--- config.mk ---
export PLATFORM = sky130hd
export DESIGN_NAME = studio2_beeper
export DESIGN_NICKNAME = d
export VERILOG_FILES = /design/src/rtl/studio2_beeper.sv
export SDC_FILE = /design/constraint.sdc
export NUM_CORES = 1
export LEC_CHECK = 0
export ABC_CLOCK_PERIOD_IN_PS = 2000
export BUFFER_PORTS_ARGS = -buffer_cell sky130_fd_sc_hd__clkbuf_2
export CAP_MARGIN = 20
export CORE_UTILIZATION = 50
export CTS_BUF_LIST = sky130_fd_sc_hd__clkbuf_8
export CTS_CLUSTER_SIZE = 16
export DETAILED_ROUTE_END_ITERATION = 12
export PLACE_DENSITY = 0.81
export SYNTH_ARGS = -nofsm -noshare
export SYNTH_HDL_FRONTEND = slang
export SYNTH_SLANG_ARGS = --single-unit
--- constraint.sdc ---
create_clock -name clk_sys -period 2 [get_ports clk_sys]
set_input_delay 0.4 -clock clk_sys [delete_from_list [all_inputs] [get_ports clk_sys]]
set_output_delay 0.4 -clock clk_sys [all_outputs]
set_load 0.01 [all_outputs]
--- src/rtl/studio2_beeper.sv ---
// studio2_beeper: turns the CDP1802 Q pin (Studio II beeper enable) into a
// signed 16-bit PCM square tone at a fixed pitch, sampled every SAMPLE_DIV
// clocks and shaped by an envelope so Q edges do not click.
// Build option: define STUDIO2_BEEPER_RAMP_EN for the attack/release ramp;
// without it the tone is hard-keyed (IDLE <-> SUSTAIN only).
module studio2_beeper #(
   parameter int unsigned HALF_PERIOD = 22579,
   parameter int unsigned SAMPLE_DIV  = 588,
   parameter logic [15:0] AMPLITUDE   = 16'h3FFF,
   parameter logic [15:0] RAMP_STEP   = 16'h0100
) (
   input  logic               clk_sys,
   input  logic               reset_n,
   input  logic               q_in,
   input  logic               mute,
   output logic signed [15:0] audio,
   output logic               sample_strobe,
   output logic               active
);

   localparam int unsigned DIV_W  = (SAMPLE_DIV  > 1) ? $clog2(SAMPLE_DIV)  : 1;
   localparam int unsigned TONE_W = (HALF_PERIOD > 1) ? $clog2(HALF_PERIOD) : 1;
   localparam logic [DIV_W-1:0]  DIV_LAST  = DIV_W'(SAMPLE_DIV - 1);
   localparam logic [TONE_W-1:0] TONE_LAST = TONE_W'(HALF_PERIOD - 1);

   typedef enum logic [1:0] {
      S_IDLE,
      S_ATTACK,
      S_SUSTAIN,
      S_RELEASE
   } state_t;

   // Elaboration-time guards on the parameter ranges the logic relies on
   if (HALF_PERIOD < 2) begin : g_chk_half_period
      $error("studio2_beeper: HALF_PERIOD must be >= 2");
   end
   if (SAMPLE_DIV < 2) begin : g_chk_sample_div
      $error("studio2_beeper: SAMPLE_DIV must be >= 2");
   end
   if (AMPLITUDE > 16'h7FFF) begin : g_chk_amplitude
      $error("studio2_beeper: AMPLITUDE must be <= 16'h7FFF");
   end
   if (RAMP_STEP == 16'h0000) begin : g_chk_ramp_step
      $error("studio2_beeper: RAMP_STEP must be > 0");
   end

   logic [DIV_W-1:0]   r_div;
   logic               r_q;
   state_t             r_state;
   logic [15:0]        r_env;
   logic               r_phase;
   logic [TONE_W-1:0]  r_tone_cnt;
   logic signed [15:0] r_audio;
   logic               r_active;

   logic               w_strobe;
   logic [15:0]        w_env_next;
   state_t             w_state_next;

   assign w_strobe      = (r_div == DIV_LAST);
   assign sample_strobe = w_strobe;
   assign audio         = r_audio;
   assign active        = r_active;

`ifdef STUDIO2_BEEPER_RAMP_EN
   logic [16:0] w_env_up;
   logic [16:0] w_env_dn;
   logic [15:0] w_env_up_sat;
   logic [15:0] w_env_dn_sat;

   // The extra bit catches overshoot above AMPLITUDE and borrow below zero,
   // so the envelope saturates instead of wrapping.
   assign w_env_up     = {1'b0, r_env} + {1'b0, RAMP_STEP};
   assign w_env_dn     = {1'b0, r_env} - {1'b0, RAMP_STEP};
   assign w_env_up_sat = (w_env_up > {1'b0, AMPLITUDE}) ? AMPLITUDE : w_env_up[15:0];
   assign w_env_dn_sat = w_env_dn[16] ? 16'h0000 : w_env_dn[15:0];
`endif

   // Free-running sample divider: 0 .. SAMPLE_DIV-1, strobe on the last count
   // NOTE: sequential state uses non-blocking (<=) so every register samples pre-edge values.
   always_ff @(posedge clk_sys or negedge reset_n) begin
      if (!reset_n) begin
         r_div <= '0;
      end else if (w_strobe) begin
         r_div <= '0;
      end else begin
         r_div <= r_div + DIV_W'(1);
      end
   end

   // Single register stage on Q; every edge decision below looks at r_q
   always_ff @(posedge clk_sys or negedge reset_n) begin
      if (!reset_n) begin
         r_q <= 1'b0;
      end else begin
         r_q <= q_in;
      end
   end

   // Envelope value the current state would apply on a strobe, and next state.
   // A Q change always wins over a same-cycle saturation transition.
   // NOTE: every output gets a default first so no path leaves it unassigned (no latch).
   always_comb begin
      w_env_next   = 16'h0000;
      w_state_next = r_state;
      case (r_state)
`ifdef STUDIO2_BEEPER_RAMP_EN
         S_IDLE: begin
            if (r_q) w_state_next = S_ATTACK;
         end
         S_ATTACK: begin
            w_env_next = w_env_up_sat;
            if (!r_q) begin
               w_state_next = S_RELEASE;
            end else if (w_strobe && (w_env_up_sat == AMPLITUDE)) begin
               w_state_next = S_SUSTAIN;
            end
         end
         S_SUSTAIN: begin
            w_env_next = AMPLITUDE;
            if (!r_q) w_state_next = S_RELEASE;
         end
         S_RELEASE: begin
            w_env_next = w_env_dn_sat;
            if (r_q) begin
               w_state_next = S_ATTACK;
            end else if (w_strobe && (w_env_dn_sat == 16'h0000)) begin
               w_state_next = S_IDLE;
            end
         end
`else
         S_IDLE: begin
            if (r_q) w_state_next = S_SUSTAIN;
         end
         S_SUSTAIN: begin
            w_env_next = AMPLITUDE;
            if (!r_q) w_state_next = S_IDLE;
         end
`endif
         default: begin
            w_state_next = S_IDLE;
         end
      endcase
   end

   // Envelope FSM, tone generator and registered PCM output
   always_ff @(posedge clk_sys or negedge reset_n) begin
      if (!reset_n) begin
         r_state    <= S_IDLE;
         r_active   <= 1'b0;
         r_env      <= 16'h0000;
         r_phase    <= 1'b0;
         r_tone_cnt <= '0;
         r_audio    <= '0;
      end else begin
         // Tone runs only while sounding; a fresh start begins on the positive half.
         if (r_state == S_IDLE) begin
            if (r_q) begin
               r_tone_cnt <= '0;
               r_phase    <= 1'b0;
            end
         end else if (r_tone_cnt == TONE_LAST) begin
            r_tone_cnt <= '0;
            r_phase    <= ~r_phase;
         end else begin
            r_tone_cnt <= r_tone_cnt + TONE_W'(1);
         end

         // Envelope and audio only move on the sample strobe, using the old state's step.
         if (w_strobe) begin
            r_env   <= w_env_next;
            r_audio <= mute    ? 16'sh0000 :
                       r_phase ? (16'h0000 - w_env_next) : w_env_next;
         end

         r_state  <= w_state_next;
         r_active <= (w_state_next != S_IDLE);
      end
   end

endmodule

# [Word level (Yosys, flattened, before mapping)]
# Index checks and enable logic that the tools add are counted.
[op_classes] addsub=3 eq_ne=4 mux=13 bitwise_logic=1 reduce_logical=4
[op_table] operator="$mux W15" n=3
[op_table] operator="$mux W16" n=2
[op_table] operator="$sub A1 B16 Y16 const A" n=1
[op_table] operator="$add A15 B1 Y15 const B" n=1
[op_table] operator="$eq A15 B15 Y1 const B" n=1
[op_table] operator="$mux W14" n=1
[op_table] operator="$add A10 B1 Y10 const B" n=1
[op_table] operator="$eq A10 B10 Y1 const B" n=1
[op_table] operator="$mux W10" n=1
[op_table] operator="$mux W2" n=2
[op_table] operator="$pmux W2 S2" n=1
[op_table] operator="$reduce_bool A2 Y1" n=2
[op_table] operator="$mux W1" n=3
[op_table] operator="$eq A2 B2 Y1 const B" n=1
[op_table] operator="$logic_not A2 Y1" n=1
[op_table] operator="$ne A2 B2 Y1 const B" n=1
[op_table] operator="$reduce_and A2 Y1" n=1
[op_table] operator="$not A1 Y1" n=1
[word_totals] ff_bits=46 in_bits=4 output_inout_bits=18 elab_cells=32

# [Logic depth before layout (Yosys ltp)]
# Gate-level depths: netlist of the first run.
[logic_depth] depth_word=5 depth_mapped=7 mapped_depth_nobuf=6

# [Least setup slack after synthesis of the first run]
# OpenSTA, ideal clock, no wires.
[synth_timing] kind="reg-to-reg" startpoint="register r_tone_cnt[7]" endpoint="register r_tone_cnt[0]" setup_ns=0.125 t_arrival_ns=1.741 required_time_ns=1.875 path_slack_ns=0.135 path_stages_with_launch=6 path_buffers=2 synth_period_minus_slack_ns=1.865 cell_sequence="dfrtp_1 -> buf_6 -> or3_4 -> o41a_4 -> buf_6 -> mux2_2"
[synth_between] elab_chain_len=3
[synth_lines] item="start: declaration" line_no="52" text="logic [TONE_W-1:0] r_tone_cnt;"
[synth_lines] item="start signal: assignment" line_no="166" text="r_tone_cnt <= r_tone_cnt + TONE_W'(1);"
[synth_lines] item="$eq A15 B15 Y1" line_no="162" text="end else if (r_tone_cnt == TONE_LAST) begin"
[synth_lines] item="$mux W15" line_no="162"
[synth_lines] item="$mux W15" line_no="157" text="if (r_state == S_IDLE) begin"
# No other way between the ends.
# A chain may end at the register's enable or synchronous reset.

# [Final worst setup path of the first run]
[layout_timing] startpoint="register r_tone_cnt[7]" endpoint="register r_tone_cnt[13]"
[layout_between] elab_chain_len=3 elab_cells_between_ends=4 cone_classes="1 x add/sub; 1 x eq/ne; 2 x mux"
[layout_lines] item="$add A15 B1 Y15 / $eq A15 B15 Y1 (equally long branches)" line_no="166, 162"
[layout_lines] item="$mux W15 (*)" line_no="162"
[layout_lines] item="$mux W15 (*)" line_no="157"
# Mark *: on every way between the ends. The rest lies on a longest branch, timed or not.

==> results of run 1 <==
## worst paths after layout
| check | cells after the start | end | start | slack, ns |
|---|---|---|---|---|
| max | 4 | r_tone_cnt[13] | r_tone_cnt[7] | 0.10 |
| min | 1 | r_div[8] | reset_n | 0.19 |
| max reg2reg | 4 | r_tone_cnt[13] | r_tone_cnt[7] | 0.10 |
| min reg2reg | 1 | r_div[8] | r_div[8] | 0.49 |
| max in group asynchronous | 1 | r_tone_cnt[0] | reset_n | 1.30 |
| min in group clk_sys | 1 | r_q | q_in | 0.23 |
## worst max-delay path, stage by stage, from the launching register on
cell and delay [ns]:
dfrtp_1 0.45, or3_4 0.42, o41a_4 0.60, a32oi_1 0.24
nand2_1 0.07
## cell families (layout without fill, tap and decap cells)
kind of cell               after synthesis  after routing  synth area share [%]
muxes                                    6              6                 3.688
AOI/OAI and AO/OA                       33             33                 12.00
buffers and inverters                   20             34                 8.098
and+or+nand+nor                         71             71                 22.05
adders and majority gates                3              3                 2.169
DFF                                     33             33                 47.72
other                                    1              1                0.2167
xor gates and xnor gates                 8              8                 4.049
## registers in the layout (all words and copies together) (netlist names)
register	count
r_div	10
r_state	2
r_tone_cnt	15
r_q	1
r_phase	1
audio	3
active	1
## layer usage
metal	up-vias	share of wire [%]	wire, µm
met3	11	6.8	217
met2	53	49	1577
met5	-	0	0
li1	635	-	-
met1	608	43	1372
met4	0	1.4	45
## power by group
group / internal, mW / switching [mW]
Clock: 0.236 / 0.230
Sequential: 0.706 / 0.0589
Combinational: 0.0547 / 0.0712
Total: 0.996 / 0.361
## cell usage after synthesis, types with 3 or more instances
cell type	number	area share, %
mux2_2	3	2.0
and3_1	3	1.1
ha_1	3	2.2
buf_4	13	5.6
inv_1	3	0.65
nand3_1	9	2.6
xnor2_1	4	2.0
o21ai_0	5	1.4
a31oi_1	8	2.9
nand4_1	4	1.4
nand2_1	16	3.5
nor4_1	4	1.4
nor3_1	3	0.87
xor2_1	4	2.0
nor2b_1	4	1.4
nor2_1	14	3.0
mux2i_1	3	1.7
a21oi_1	12	3.5
dfrtp_1	33	48
## area by class of cell
type / instances / share of cell area [%]
clock buffers: 5 / 3.689
flip-flops and latches: 33 / 44.27
well taps: 44 / 2.951
clock inverters: 3 / 0.7378
multi-input cells: 122 / 41.31
inverters: 3 / 0.6036
repair buffers: 23 / 6.439
## metrics by stage
step	instance area [µm²]	power, mW
2_1_floorplan	1730	0.8530
3_3_place_gp	1777	0.8930
3_5_place_dp	1777	0.8986
4_1_cts	1859	1.373
5_1_grt	1866	1.427
6_report	1866	1.357
==> flow_summary_export.csv, run 1 <==
group,metric,value,unit
sta,tns,0,ns
synth,avgSynthCellArea,9.888,µm²
clock_tree,hold_buffers,0,
clock_tree,cts_made_buffers,5,
synth,synth_ff_type,"dfrtp_1",
finish,final_cell_mix,"33 x dfrtp_1, 21 x clkbuf_2, 16 x nand2_1, 14 x nor2_1, 12 x a21oi_1",
clock_tree,clock_sinks,33,
floorplanning,coreArea,3178,µm²
floorplanning,dieArea,3700,µm²
global_route,antenna_found_initial,0,
route,first_pass_iters,4,
sta,worst_slew_pin_slew,0.8003,ns
synth,syn_inst,175,
sta,max-slew-margin-rel,46.65,%
route,avgViaCountPerCell,5.609,
finish,fin_util,58.70,%
sta,final-hold-violation-count,0,
route,drtIter0Drc,58,
hold_path,min_path_type,"in2async",
synth,yosysSeqAreaShare,47.72,%
route,vias,1307,
synth,synth_nets,182,
sta,timing.fmax,527.2,MHz
finish,num-fill-cells,279,
finish,layout.cells.non_filler,233,
global_route,met3_usage,5.330,%
setup_path,cp-start-kind,"register",
clock_tree,cts_tree,"built",
finish,multiInputGateArea,770.7,µm²
clock_tree,postCtsSetupRepairBufs,0,
flow_run,drv_cap,0,
synth,synth.distinct_cells,40,
finish,areaGrowthSynthToFinish,7.809,%
global_route,gr-usage-all-layers,19.21,%
clock_tree,cts_root_buf,"clkbuf_8",
sta,slew_viol_final,0,
setup_path,critPathKind,"reg2reg",
floorplanning,placementRows,20,
power,powerDensity,727.2,nW/µm²
global_route,first_global_vias,1192,
floorplanning,start_util,54.45,%
clock_tree,cts_resized,0,
clock_tree,cts_buffer_depth,2,
floorplanning,die_x,60.83,µm
sta,setup_viol,0,
global_route,grt.busiest_layer,"met2",
global_route,grt-ovfl-total,0,
sta,min_period,1.897,ns
power,p_leak,0.8503,nW
sta,post-route-period-util,94.85,%
setup_path,cp.arrival,2.06,ns
finish,mostFrequentLayoutCell,"dfrtp_1",
global_route,grt_util_met2,31.55,%
synth,async_flop_share,100.0,%
setup_path,required,2.16,ns
synth,ys_seq_elements,33,
setup_path,endpoint_kind,"register",
clock_tree,path_clk_slew,0.07,ns
setup_path,critPathMaxFanout,26,
route,finalWirelength,3214,µm
place,dp_cells,225,
sta,rsz0062_at_grt,"false",
place,place_hpwl,2243,µm
finish,drive_gt1_share,20.11,%
status,run_status,"complete, no violations",
place,place_congestion,0.8744,
floorplanning,die_h,60.83,µm
finish,diodes,0,
finish,nets,195,
route,wire_per_inst,13.79,µm
finish,ff_latch_area,825.8,µm²
sta,setup_ws,0.1030,ns
synth,syn_area,1730,µm²
clock_tree,clock_latency,0.28,ns
synth,synth_edf_count,0,
place,post-place-ws,0.1263,ns
route,post-route-drc-count,0,
clock_tree,htreeDepth,2,
place,port_buffers,21,
sta,fin_skew,0.005100,ns
power,ir_worst_vdd,0.6650,mV
global_route,grt_pass1_wl,5140,µm
global_route,grt_max_degree,34,
sta,whs,0.1947,ns
floorplanning,pin_count,22,
global_route,grt_use_met1,23.98,%
synth,ys_warn_count,0,
route,postRouteAntennaNets,0,
(Power assumes the default switching activity.)
==> run 2, diff against run 1 <==
Settings changed: SETUP_SLACK_MARGIN set to 0.3.
==> run 2 against run 1 <==
Global-route usage increased by 2.1 points. Sequential cell count is the same. Wire length grew 31%. Clock power shrank 1%. Clock skew down 0.00063 ns. Sequential share of layout area down 5.1 points. Critical endpoint is now sample_strobe. Highest routed layer unchanged.
==> flow_summary_export.csv, run 2 (same netlist as run 1, synthesis figures left out) <==
group,metric,value,unit
place,place_congestion,0.8208,
clock_tree,cts_buffer_depth,2,
finish,num-fill-cells,248,
sta,slew_viol_final,0,
route,drtIter0Drc,80,
finish,finalInstanceArea,2126,µm²
floorplanning,pin_count,22,
place,place_hpwl,2342,µm
sta,fin_skew,0.004472,ns
sta,final-hold-violation-count,0,
route,vias,1514,
clock_tree,cts_root_buf,"clkbuf_8",
global_route,grt_pass1_wl,5692,µm
route,avgViaCountPerCell,6.105,
global_route,grt-ovfl-total,0,
global_route,antenna_found_initial,0,
route,post-route-drc-count,0,
finish,final_cell_mix,"28 x dfrtp_1, 20 x clkbuf_2, 16 x nand2_1, 14 x nor2_1, 14 x buf_4",
clock_tree,clock_sinks,33,
global_route,gr-usage-all-layers,21.31,%
setup_path,required,1.60,ns
sta,max-slew-margin-rel,46.13,%
floorplanning,die_h,60.83,µm
sta,post-route-period-util,89.10,%
finish,areaGrowthSynthToFinish,22.85,%
floorplanning,die_x,60.83,µm
sta,min_period,1.782,ns
power,powerDensity,678.6,nW/µm²
finish,nets,210,
setup_path,endpoint_kind,"output pin",
clock_tree,cts_made_buffers,5,
global_route,first_global_vias,1325,
route,wire_per_inst,17.02,µm
power,p_leak,0.9727,nW
route,first_pass_iters,5,
finish,largest_reg_flops,15,
flow_run,drv_cap,0,
sta,worst_slew_pin_slew,0.8081,ns
place,port_buffers,21,
clock_tree,cts_tree,"built",
hold_path,min_path_type,"in2async",
global_route,grt_max_degree,34,
floorplanning,start_util,54.45,%
place,placed_cell_area,1783,µm²
setup_path,reg2reg_slack,0.27,ns
setup_path,cp-start-kind,"register",
sta,timing.fmax,561.2,MHz
floorplanning,dieArea,3700,µm²
clock_tree,htreeDepth,2,
clock_tree,clock_latency,0.28,ns
finish,diodes,0,
floorplanning,coreArea,3178,µm²
route,postRouteAntennaNets,0,
clock_tree,path_clk_slew,0.06,ns
sta,tns,0,ns
floorplanning,placementRows,20,
sta,setup_viol,0,
power,ir_worst_vdd,0.5913,mV
status,run_status,"complete, no violations",
finish,drive_gt1_share,36.76,%
finish,mostFrequentLayoutCell,"dfrtp_1",
route,finalWirelength,4222,µm
sta,rsz0062_at_grt,"true",
clock_tree,hold_buffers,0,
setup_path,critPathKind,"reg2out",
setup_path,cp.arrival,1.38,ns
setup_path,critPathMaxFanout,2,
finish,largest-register,"r_tone_cnt",
-- run 2: power breakdown --
group / leakage (nW) / internal, mW / switching (mW)
Combinational: 0.501 / 0.0937 / 0.0970
Sequential: 0.422 / 0.711 / 0.0807
Clock: 0.0491 / 0.235 / 0.225
-- run 2: stage by stage --
stage	cells	hold slack (ns)	setup slack, ns	power (mW)	utilization [%]
floorplan	175	0.1044	0.3015	0.8530	-
global placement	225	0.4702	0.2963	0.8940	56.10
detailed placement	225	0.4791	0.2261	0.9005	56.10
CTS	240	0.2183	0.1521	1.385	62.20
global route	248	0.2158	0.08317	1.499	66.89
finish	248	0.1990	0.2181	1.442	66.89
-- run 2: area by class of cell --
| class | count | area, µm² | share of cell area (%) |
|---|---|---|---|
| multi-input cells | 125 | 934.6 | 43.97 |
| flip-flops and latches | 33 | 832.0 | 39.14 |
| repair buffers | 35 | 210.2 | 9.888 |
| clock buffers | 5 | 68.82 | 3.237 |
| well taps | 44 | 55.05 | 2.590 |
| clock inverters | 3 | 13.76 | 0.6474 |
| inverters | 3 | 11.26 | 0.5297 |
-- run 2: final timing paths --
kind / start / to / depth (start not counted)
worst max-delay path: r_div[4] / sample_strobe / 4
worst min-delay path: reset_n / r_div[7] / 1
worst max register to register: r_tone_cnt[0] / r_tone_cnt[7] / 6
worst min register to register: r_div[0] / r_div[0] / 1
max in group asynchronous: reset_n / r_tone_cnt[1] / 1
min in group clk_sys: q_in / r_q / 1
-- run 2: metal layers --
layer | global-route usage, % | share of wire (%) | up-vias
li1 | - | - | 680
met1 | 25.03 | 38 | 721
met2 | 36.89 | 52 | 92
met3 | 4.051 | 6.8 | 21
met4 | 11.36 | 3.5 | 0
met5 | 0 | 0 | -
-- run 2: worst max-delay path, stage by stage (launching register included) --
cell      delay, ns
dfrtp_1        0.40
nor4b_2        0.27
nand3b_1       0.15
nor3_4         0.14
buf_2          0.15
-- run 2: what timing repair did --
action                                  4_1_cts  5_1_grt
setup buffers                                 4        8
resized for setup                             6       25
hold endpoints to repair                      0        0
gates cloned                                  3        0
pin swaps                                     8       10
endpoints found under the setup margin       15       18
==> run 3, diff against run 2 <==
Settings changed: CORE_MARGIN set to 4.
==> run 3 against run 2 <==
Combinational power fell by 9.9%. Cell area rose by 1.1%. Total power rose by 17%. Highest routed layer unchanged. Clock skew rose by 0.00074 ns. Maximum frequency fell by 4.8%. Register-to-register slack got worse by 0.04 ns. First-iteration DRC count rose by 44%. Critical endpoint unchanged. Clock power rose by 61%. Worst hold slack got worse by 0.069 ns. Wire length fell by 7.2%. Die area rose by 21%. Worst setup slack got worse by 0.090 ns.
==> flow_summary_export.csv, run 3 (same netlist as run 1, synthesis figures left out) <==
group,metric,value,unit
place,place_hpwl,2219,µm
global_route,gr-usage-all-layers,18.55,%
power,combPwrFrac,10.2,%
finish,mostFrequentLayoutCell,"dfrtp_1",
clock_tree,clock_sinks,33,
route,finalWirelength,3919,µm
finish,ff_latch_area,827.0,µm²
finish,finalInstanceArea,2148,µm²
setup_path,endpoint_kind,"output pin",
global_route,grt_max_degree,34,
place,placed_cell_area,1793,µm²
setup_path,r2r-end,"r_tone_cnt[14]",
clock_tree,cts_made_buffers,5,
route,avgViaCountPerCell,5.947,
route,drtIter0Drc,115,
setup_path,required,1.60,ns
finish,largest-register,"r_tone_cnt",
place,port_buffers,21,
finish,drive_gt1_share,33.83,%
sta,whs,0.1298,ns
route,postRouteAntennaNets,0,
setup_path,reg2regPathDepth,5,
power,powerDensity,787.0,nW/µm²
power,fin_total_pwr,1.691,mW
sta,tns,0,ns
clock_tree,cts_tree,"built",
finish,nets,207,
floorplanning,die_x,66.83,µm
clock_tree,path_clk_slew,0.07,ns
floorplanning,die_h,66.83,µm
finish,areaGrowthSynthToFinish,24.15,%
floorplanning,dieArea,4466,µm²
sta,fin_skew,0.005214,ns
route,first_pass_iters,5,
finish,fin_util,64.38,%
power,ir_worst_vdd,0.8613,mV
finish,multiInputGateArea,930.9,µm²
setup_path,critPathKind,"reg2out",
clock_tree,htreeDepth,2,
route,wire_per_inst,15.87,µm
place,place_congestion,0.8434,
sta,slew_viol_final,0,
hold_path,min_path_type,"in2async",
status,run_status,"complete, no violations",
global_route,grt_pass1_wl,6078,µm
flow_run,drv_cap,0,
floorplanning,start_util,51.86,%
sta,final-hold-violation-count,0,
finish,final_cell_mix,"32 x dfrtp_1, 20 x clkbuf_2, 16 x nand2_1, 14 x nor2_1, 11 x buf_4",
setup_path,cp.arrival,1.47,ns
sta,setup_viol,0,
setup_path,r2r_start,"r_tone_cnt[1]",
finish,num-fill-cells,250,
power,pwr-share-seq,46.1,%
clock_tree,hold_buffers,0,
global_route,first_global_vias,1301,
global_route,grt-ovfl-total,0,
power,p_clk_share,43.8,%
sta,timing.fmax,534.3,MHz
route,vias,1469,
setup_path,reg2reg_slack,0.23,ns
power,p_sw,0.4081,mW
clock_tree,cts_buffer_depth,2,
global_route,antenna_found_initial,0,
floorplanning,placementRows,21,
finish,diodes,0,
sta,rsz0062_at_grt,"true",
floorplanning,coreArea,3337,µm²
floorplanning,pin_count,22,
setup_path,cp-start-kind,"register",
clock_tree,clock_latency,0.28,ns
power,p_sw_share,24.14,%
power,p_leak,0.9583,nW
setup_path,critPathMaxFanout,2,
power,intPower,1.283,mW
sta,post-route-period-util,93.58,%
sta,min_period,1.872,ns
clock_tree,cts_root_buf,"clkbuf_8",
finish,largest_reg_flops,15,
route,post-route-drc-count,0,
## run 3: changes by cell type in the layout (fill, tap and decap cells not counted), moves of 2 or more
cell / change
a21oi_1: -2
a21oi_2: +2
nand3_2: -2
buf_4: -3
nand3_1: +2
bufinv_16: +2
dfrtp_2: -4
dfrtp_1: +4
## run 3: how the worst max path moves through the flow
| stage | slack, ns | cells after the start | from | end |
|---|---|---|---|---|
| global placement | 0.28 | 5 | r_tone_cnt[0] | r_tone_cnt[0] |
| floorplan | 0.30 | 5 | r_tone_cnt[7] | r_tone_cnt[0] |
| CTS | 0.07 | 4 | r_div[4] | sample_strobe |
| finish | 0.13 | 4 | r_div[5] | sample_strobe |
| detailed placement | 0.24 | 4 | r_div[4] | sample_strobe |
| global route | 0.04 | 4 | r_div[5] | sample_strobe |
## run 3: final cells by class
cell class / instances / share of cell area (%)
inverter: 3 / 0.5242
clock buffer: 5 / 3.203
timing repair buffer: 32 / 8.736
tap: 46 / 2.679
clock inverter: 3 / 3.029
multi-input combinational: 125 / 43.33
sequential: 33 / 38.50
## run 3: what timing repair did
| action | 4_1_cts | 5_1_grt |
|---|---|---|
| endpoints found under the setup margin | 12 | 19 |
| gates cloned | 2 | 1 |
| pin swaps | 2 | 11 |
| resized for setup | 3 | 23 |
| setup buffers | 6 | 2 |
## run 3: metrics by stage
stage / std cells / setup slack [ns]
global route: 247 / 0.03591
global placement: 228 / 0.2750
detailed placement: 228 / 0.2415
CTS: 244 / 0.07489
finish: 247 / 0.1284
floorplan: 175 / 0.3015
## run 3: routing by layer
| metal | up-vias | routed length, µm | GRT usage, % |
|---|---|---|---|
| li1 | 674 | - | - |
| met1 | 691 | 1517 | 22.99 |
| met2 | 88 | 1958 | 29.70 |
| met3 | 16 | 322 | 4.890 |
| met4 | 0 | 122 | 9.137 |
| met5 | - | 0 | 0 |
## run 3: worst max-delay path, stage by stage (launching register included)
cell	delay, ns
dfrtp_1	0.41
nor4b_2	0.30
nand3b_1	0.16
nor3_4	0.15
buf_2	0.15
## run 3: power groups by stage
stage | Combinational, mW | Sequential, mW | Clock, mW
finish | 0.172 | 0.779 | 0.740
global route | 0.189 | 0.783 | 0.791
CTS | 0.134 | 0.764 | 0.755
detailed placement | 0.127 | 0.776 | 0
global placement | 0.123 | 0.775 | 0
floorplan | 0.0913 | 0.762 | 0
